**config.mk**
```make
export PLATFORM = sky130hd
export DESIGN_NAME = compare_scheduler
export DESIGN_NICKNAME = d
export VERILOG_FILES = /design/src/rtl/compare_scheduler.sv
export SDC_FILE = /design/constraint.sdc
export NUM_CORES = 1
export LEC_CHECK = 0
export ABC_AREA = 1
export CAP_MARGIN = 20
export CORE_AREA = 2 2 46 91
export DETAILED_ROUTE_END_ITERATION = 6
export DIE_AREA = 0 0 48 93
export MAX_ROUTING_LAYER = met4
export PLACE_DENSITY = 0.68
export SYNTH_ARGS = -nofsm -noshare
export SYNTH_HDL_FRONTEND = slang
export SYNTH_SLANG_ARGS = --single-unit
export TNS_END_PERCENT = 1
```
**constraint.sdc**
```tcl
create_clock -name clock -period 2.6 [get_ports clock]
set_input_delay 0.65 -clock clock [delete_from_list [all_inputs] [get_ports clock]]
set_output_delay 0.65 -clock clock [all_outputs]
set_load 0.05 [all_outputs]
```
**src/rtl/compare_scheduler.sv**
```systemverilog
// Round-robin scheduler sharing one unsigned magnitude comparator between NREQ requesters.
// Each accepted request passes through COMPARE and RESPOND before the next grant.
module compare_scheduler #(
  parameter int WIDTH = 4,
  parameter int NREQ  = 4
) (
  input  logic                    clock,
  input  logic                    reset_n,
  input  logic [NREQ-1:0]         req_valid,
  input  logic [NREQ*WIDTH-1:0]   req_a,
  input  logic [NREQ*WIDTH-1:0]   req_b,
  output logic [NREQ-1:0]         req_ready,
  output logic                    rsp_valid,
  input  logic                    rsp_ready,
  output logic [$clog2(NREQ)-1:0] rsp_id,
  output logic                    rsp_gt,
  output logic                    rsp_lt,
  output logic                    rsp_eq,
  output logic                    busy
);

  localparam int IDW = $clog2(NREQ);

  typedef enum logic [1:0] {
    IDLE    = 2'd0,
    COMPARE = 2'd1,
    RESPOND = 2'd2
  } state_t;

  state_t           state_q, state_d;
  logic [IDW-1:0]   rr_ptr_q;
  logic [IDW-1:0]   id_q;
  logic [WIDTH-1:0] a_q, b_q;
  logic             gt_q, lt_q, eq_q;

  logic             grant_any;
  logic [IDW-1:0]   grant_idx;
  logic [NREQ-1:0]  grant_oh;
  logic [WIDTH-1:0] a_sel, b_sel;

  // First valid requester at or after rr_ptr, wrapping modulo NREQ.
  always_comb begin
    int idx;
    grant_any = 1'b0;
    grant_idx = '0;
    idx       = 0;
    for (int k = 0; k < NREQ; k++) begin
      idx = int'(rr_ptr_q) + k;
      if (idx >= NREQ) idx = idx - NREQ;
      if (!grant_any && req_valid[idx[IDW-1:0]]) begin
        grant_any = 1'b1;
        grant_idx = idx[IDW-1:0];
      end
    end
  end

  generate
    for (genvar gi = 0; gi < NREQ; gi++) begin : g_onehot
      assign grant_oh[gi] = grant_any && (grant_idx == IDW'(gi));
    end
  endgenerate

  always_comb begin
    a_sel = '0;
    b_sel = '0;
    for (int k = 0; k < NREQ; k++) begin
      if (grant_idx == IDW'(k)) begin
        a_sel = req_a[k*WIDTH +: WIDTH];
        b_sel = req_b[k*WIDTH +: WIDTH];
      end
    end
  end

  always_comb begin
    state_d = state_q;
    case (state_q)
      IDLE:    if (grant_any) state_d = COMPARE;
      COMPARE: state_d = RESPOND;
      RESPOND: if (rsp_ready) state_d = IDLE;
      default: state_d = IDLE;
    endcase
  end

  // Gated by reset_n so no strobe escapes while reset is held.
  assign req_ready = (reset_n && state_q == IDLE) ? grant_oh : '0;
  assign rsp_valid = (state_q == RESPOND);
  assign busy      = (state_q != IDLE);
  assign rsp_id    = id_q;
  assign rsp_gt    = gt_q;
  assign rsp_lt    = lt_q;
  assign rsp_eq    = eq_q;

  always_ff @(posedge clock or negedge reset_n) begin
    if (!reset_n) begin
      state_q  <= IDLE;
      rr_ptr_q <= '0;
      id_q     <= '0;
      a_q      <= '0;
      b_q      <= '0;
      gt_q     <= 1'b0;
      lt_q     <= 1'b0;
      eq_q     <= 1'b0;
    end else begin
      state_q <= state_d;
      if (state_q == IDLE && grant_any) begin
        id_q <= grant_idx;
        a_q  <= a_sel;
        b_q  <= b_sel;
      end
      if (state_q == COMPARE) begin
        gt_q <= (a_q > b_q);
        lt_q <= (a_q < b_q);
        eq_q <= (a_q == b_q);
      end
      if (state_q == RESPOND && rsp_ready) begin
        rr_ptr_q <= (id_q == IDW'(NREQ - 1)) ? '0 : id_q + IDW'(1);
      end
    end
  end

endmodule

```
Word level (Yosys, flattened, before mapping)

Cells that the tools add are included.

Bits in registers: 17
Bits of input ports: 39
Output and inout port bits: 11
Word-level logic and storage cells: 85

$add $sub $neg: 8
Order comparisons: 10
Eq/ne operators: 9
Mux-type cells: 33
Reductions and logical operators: 17

Operators by type and width:

| cell                | count |
|---|---|
| $mux 4              | 9 |
| $mux 2              | 11 |
| $lt 2x3->1 const B  | 4 |
| $logic_and 1x1->1   | 10 |
| $ge 3x3->1 const B  | 3 |
| $bmux 1 s2          | 4 |
| $eq 2x2->1 const B  | 4 |
| $mux 1              | 8 |
| $sub 2x1->2 const B | 4 |
| $add 2x2->3 const B | 2 |
| $pmux 2 s3          | 1 |
| $eq 2x1->1 const B  | 2 |
| $eq 4x4->1          | 1 |
| $gt 4x4->1          | 1 |
| $logic_not 2->1     | 2 |
| $lt 4x4->1          | 1 |
| $add 2x1->3 const B | 1 |
| $ge 2x3->1 const B  | 1 |
| $logic_not 1->1     | 3 |
| $add 2x1->2 const B | 1 |
| $ne 2x1->1 const B  | 1 |
| $ne 2x2->1 const B  | 1 |
| $reduce_and 2->1    | 1 |
| $reduce_bool 2->1   | 1 |

Longest topological paths before layout

Depth in word-level cells: 19
Depth in mapped cells: 15
Depth with buffers taken out: 15

Worst setup path after synthesis

OpenSTA, ideal clock, no wires.

Kind: input to output
Start point: input port req_valid[3]
End point: output port req_ready[1]
Data arrival time: 2.580 ns
Slack: -0.630 ns
Stages on the path: 11
Path buffers: 2
Cells stage by stage: nand2_1 > nand2_1 > nand2_1 > nand2_2 > nor2_2 > nand3_1 > nand2_1 > nand2_2 > buf_6 > buf_6 > nor3_1

Longest elaborated chain between the ends: 15
Elaborated cells on any way between the ends: 25
Those cells by class: eq/ne (1); mux (17); reduce/logical (7)

Ends and longest elaborated chain:

| item                         | RTL line | text |
|---|---|---|
| start: declaration           | 9        | `input logic [NREQ-1:0] req_valid,` |
| $bmux 1 s2                   | 50       | `if (!grant_any && req_valid[idx[IDW-1:0]]) begin` |
| $mux 1 (not written as such) | 50       |  |
| $mux 1                       | 50       |  |
| $logic_not 1->1              | 50       |  |
| $logic_and 1x1->1            | 50       |  |
| $mux 1                       | 50       |  |
| $logic_not 1->1              | 50       |  |
| $logic_and 1x1->1            | 50       |  |
| $mux 1                       | 50       |  |
| $logic_not 1->1              | 50       |  |
| $logic_and 1x1->1            | 50       |  |
| $mux 2                       | 50       |  |
| $eq 2x1->1                   | 59       | `assign grant_oh[gi] = grant_any && (grant_idx == IDW'(gi));` |
| $logic_and 1x1->1 *          | 59       |  |
| $mux 4 *                     | 85       | `assign req_ready = (reset_n && state_q == IDLE) ? grant_oh : '0;` |
| end: declaration             | 12       | `output logic [NREQ-1:0] req_ready,` |

Mark *: on every way between the ends. The rest lies on a longest branch, timed or not. The select of a mux whose other input is x is not followed.

Worst setup path after layout

Start point: register rr_ptr_q[0]
End point: register b_q[0]

Longest elaborated chain between the ends: 19
Elaborated cells on any way between the ends: 46
Those cells by class: add/sub (7); order compare (4); eq/ne (3); mux (24); reduce/logical (8)

Ends and longest elaborated chain:

| item                                                                 | RTL line | text |
|---|---|---|
| start: declaration                                                   | 31       | `logic [IDW-1:0] rr_ptr_q;` |
| start signal: assignment                                             | 116      | `rr_ptr_q <= (id_q == IDW'(NREQ - 1)) ? '0 : id_q + IDW'(1);` |
| parallel branches: the longest is 19 deep, another holds $add 2x1->3 | -        |  |
| end signal: assignment                                               | 108      | `b_q <= b_sel;` |
| end: declaration                                                     | 33       | `logic [WIDTH-1:0] a_q, b_q;` |

Several ways; the timed one is not identified. The select of a mux whose other input is x is not followed.
A chain may end at the register's enable or synchronous reset.

==> results by group <==
Placement
  • Routability cong.: 0.841
  • Dpl cell area: 0.00203 mm²
  • DP HPWL: 3190 µm
  • Dpl cells: 320
  • PortBufs: 49

Timing
  • Pins over their slew limit: 0
  • Hold Fails Final Rpt: 0
  • RSZ-0062 raised after global routing: yes
  • Crit share post-route: 1.06
  • Setup WS post-layout: -0.150 ns
  • Worst-margin pin slew: 0.491 ns
  • Max Fclk: 0.364 GHz
  • Minimum clock period: 2.75 ns
  • Worst slew margin: 0.672
  • Worst Clk Skew: 0.00212 ns
  • Final setup fails: 5

Detailed routing
  • Vias post-DR: 1,765
  • DR iter-0 viols: 27
  • Total wire length: 4900 µm
  • WL/cell: 14.1 µm
  • Via/cell ratio: 5.06
  • DRC errors left: 0
  • Pre-antenna DRT Iters: 4
  • DRT antenna net count: 0

Synthesis
  • Synth Cell Area: 0.00140 mm²
  • Seq cells post-synth: 17
  • Yosys warns: 0
  • Syn nets: 259
  • Avg Cell Area, Syn: 6.49 µm²
  • Synth unique cells: 25
  • Post-Synthesis Cells: 215
  • Seq/Total Area, Yosys: 0.305

GRT
  • Pin count of the biggest net entering global routing: 19
  • Gr ovfl total: 0
  • Tot GR Track Use: 0.224
  • Initial antenna violation count: 0
  • Vias in the first global route: 1,708
  • First-pass GRT wire length: 7130 µm

Critical path
  • Crit end category: flip-flop
  • Slowest CP cell: dfrtp_2
  • Crit path cell chain: buf_4 > nand2_1 > nand2_1 > nand2_2 > nand2_4 > a21oi_2 > nand2_2 > buf_6 > buf_4 > buf_4 > buf_4 > buf_4 > buf_4 > buf_4 > buf_4 > buf_4 > nand3_2 > nand3_2 > nand4_1 > nand2_1
  • Critical path's largest stage delay: 0.48 ns
  • Required @ worst endpoint: 2.74 ns
  • Peak fanout along the critical path: 5
  • CP most frequent cell: buf_4
  • CP arrival: 2.89 ns
  • Crit start category: flip-flop
  • Crit path kind: flip-flop to flip-flop

Power and ir drop
  • Sw frac: 0.527
  • Pleak: 1.22 nW
  • P per Cell Area: 1480 mW/mm²
  • Pint: 0.00172 W
  • Design Power: 0.00364 W
  • Comb pwr share: 0.804
  • Switching power: 0.00192 W
  • Reg power frac: 0.142
  • Maximum VDD drop: 1.05 mV
  • Clock power frac: 0.054

Die
  • Rows: 32
  • Initial core utilization: 0.367
  • Die width: 48 µm
  • Die Ht: 93 µm
  • Core box area: 0.00380 mm²
  • # IOs: 50
  • Full die area: 0.00446 mm²

Clocking
  • Reg clk slew, reported paths: 0.06 ns
  • Post-CTS Hold Buffers: 0
  • Clock Sinks: 17
  • Worst skew pair latency: 0.25 ns
  • Clk root buf: clkbuf_8
  • CTS tree: done
  • CTS Buf Count: 3
  • H-tree lvl count: 1
  • Bufs on Longest Clock Path: 2

Layout
  • # diodes: 0
  • Non-filler cells, final: 349
  • Design area: 0.00245 mm²
  • Area Overhead vs Synth: 75.8%
  • Layout cells sized above 1: 0.346
  • Final net count: 343

Outcome
  • Violated checks: setup timing
  • Status: finished, violations left

Job
  • Max-cap violations: 0

Hold path
  • Worst hold path class: flip-flop to flip-flop
final timing paths:
check | start | to | slack (ns) | cells past startpoint
min in group asynchronous | reset_n | rsp_eq | 0.92 | 2
min | b_q[0] | b_q[0] | 0.48 | 2
max in group asynchronous | reset_n | rr_ptr_q[1] | 1.47 | 2
max | rr_ptr_q[0] | b_q[0] | -0.15 | 20
min reg2reg | b_q[0] | b_q[0] | 0.48 | 2
max reg2reg | rr_ptr_q[0] | b_q[0] | -0.15 | 20
worst max-delay path: cells and delay by family, from the launching register on:
| family | cells | cell delay, ns |
|---|---|---|
| AOI/OAI and AO/OA | 1 | 0.13 |
| DFF | 1 | 0.48 |
| and+or+nand+nor | 9 | 0.75 |
| buffers and inverters | 10 | 1.25 |
synthesized netlist by cell type, drive strengths merged:
cell type | number | share of area
nand2 | 86 | 0.25
nand3 | 26 | 0.10
nor2 | 26 | 0.085
inv | 25 | 0.067
dfrtp | 17 | 0.30
o21ai | 9 | 0.032
buf | 6 | 0.039
nand4 | 6 | 0.027
ha | 5 | 0.045
a21oi | 2 | 0.0072
a221oi | 1 | 0.0063
nand3b | 1 | 0.0054
nor3 | 1 | 0.0036
o21a | 1 | 0.0054
o21bai | 1 | 0.0054
o31ai | 1 | 0.0054
or2 | 1 | 0.0045
power groups by stage:
stage / Clock (W) / Sequential (W) / Combinational (W)
CTS: 0.000201 / 0.000516 / 0.00260
floorplan: 0 / 0.000613 / 0.00148
detailed placement: 0 / 0.000510 / 0.00222
finish: 0.000196 / 0.000516 / 0.00293
global route: 0.000209 / 0.000531 / 0.00319
global placement: 0 / 0.000504 / 0.00218
metal layers:
| metal | track usage | vias up | part of all wire |
|---|---|---|---|
| li1 | - | 855 | - |
| met1 | 0.218 | 821 | 0.32 |
| met2 | 0.426 | 70 | 0.61 |
| met3 | 0.0116 | 19 | 0.035 |
| met4 | 0.0721 | 0 | 0.033 |
| met5 | - | - | 0 |
repair_timing:
item / 4_1_cts / 5_1_grt
pin swaps: 15 / 19
endpoints found under the setup margin: 4 / 5
buffers inserted: 18 / 7
gates cloned: 0 / 0
resized for setup: 48 / 30
stage by stage:
stage	TNS (ns)	util	setup WS (ns)	hold WS (ns)
4_1_cts	-0.289	0.603	-0.0965	0.494
6_report	-0.606	0.645	-0.150	0.481
3_3_place_gp	-1.59	0.534	-0.439	0.465
5_1_grt	-1.24	0.645	-0.270	0.504
3_5_place_dp	-1.76	0.534	-0.486	0.474
2_1_floorplan	-0.536	-	-0.180	0.354
layout make-up:
type                       instances  area (µm²)
clock buffer                       3        41.3
clock inverter                     1        5.00
fill                             348        1350
inverter                          25         101
multi-input combinational        167        1010
sequential                        17         428
tap                               51        63.8
timing repair buffer              85         808
layout by cell type, fill, tap and decap left out, drive strengths merged, types with 3 or more instances in the layout:
cell type | netlist | layout
buf | 6 | 44
clkbuf | 0 | 3
clkdlybuf4s50 | 0 | 41
dfrtp | 17 | 17
ha | 5 | 5
inv | 25 | 24
nand2 | 86 | 86
nand3 | 26 | 26
nand4 | 6 | 6
nor2 | 26 | 26
o21ai | 9 | 9
logic make-up (layout without fill, tap and decap cells):
| family | Yosys count | count (layout) | synth area share |
|---|---|---|---|
| AOI/OAI and AO/OA | 15 | 15 | 0.0618 |
| adders and majority gates | 5 | 5 | 0.0448 |
| and+or+nand+nor | 147 | 147 | 0.482 |
| DFF | 17 | 17 | 0.305 |
| buffers and inverters | 31 | 114 | 0.107 |
sequential cells by signal, indices dropped and copies added, names as in the netlist:
name / flops
a_q: 4
b_q: 4
rr_ptr_q: 2
rsp_id: 2
state_q: 2
rsp_eq: 1
rsp_gt: 1
rsp_lt: 1
Power figures use the tool's default switching activity.
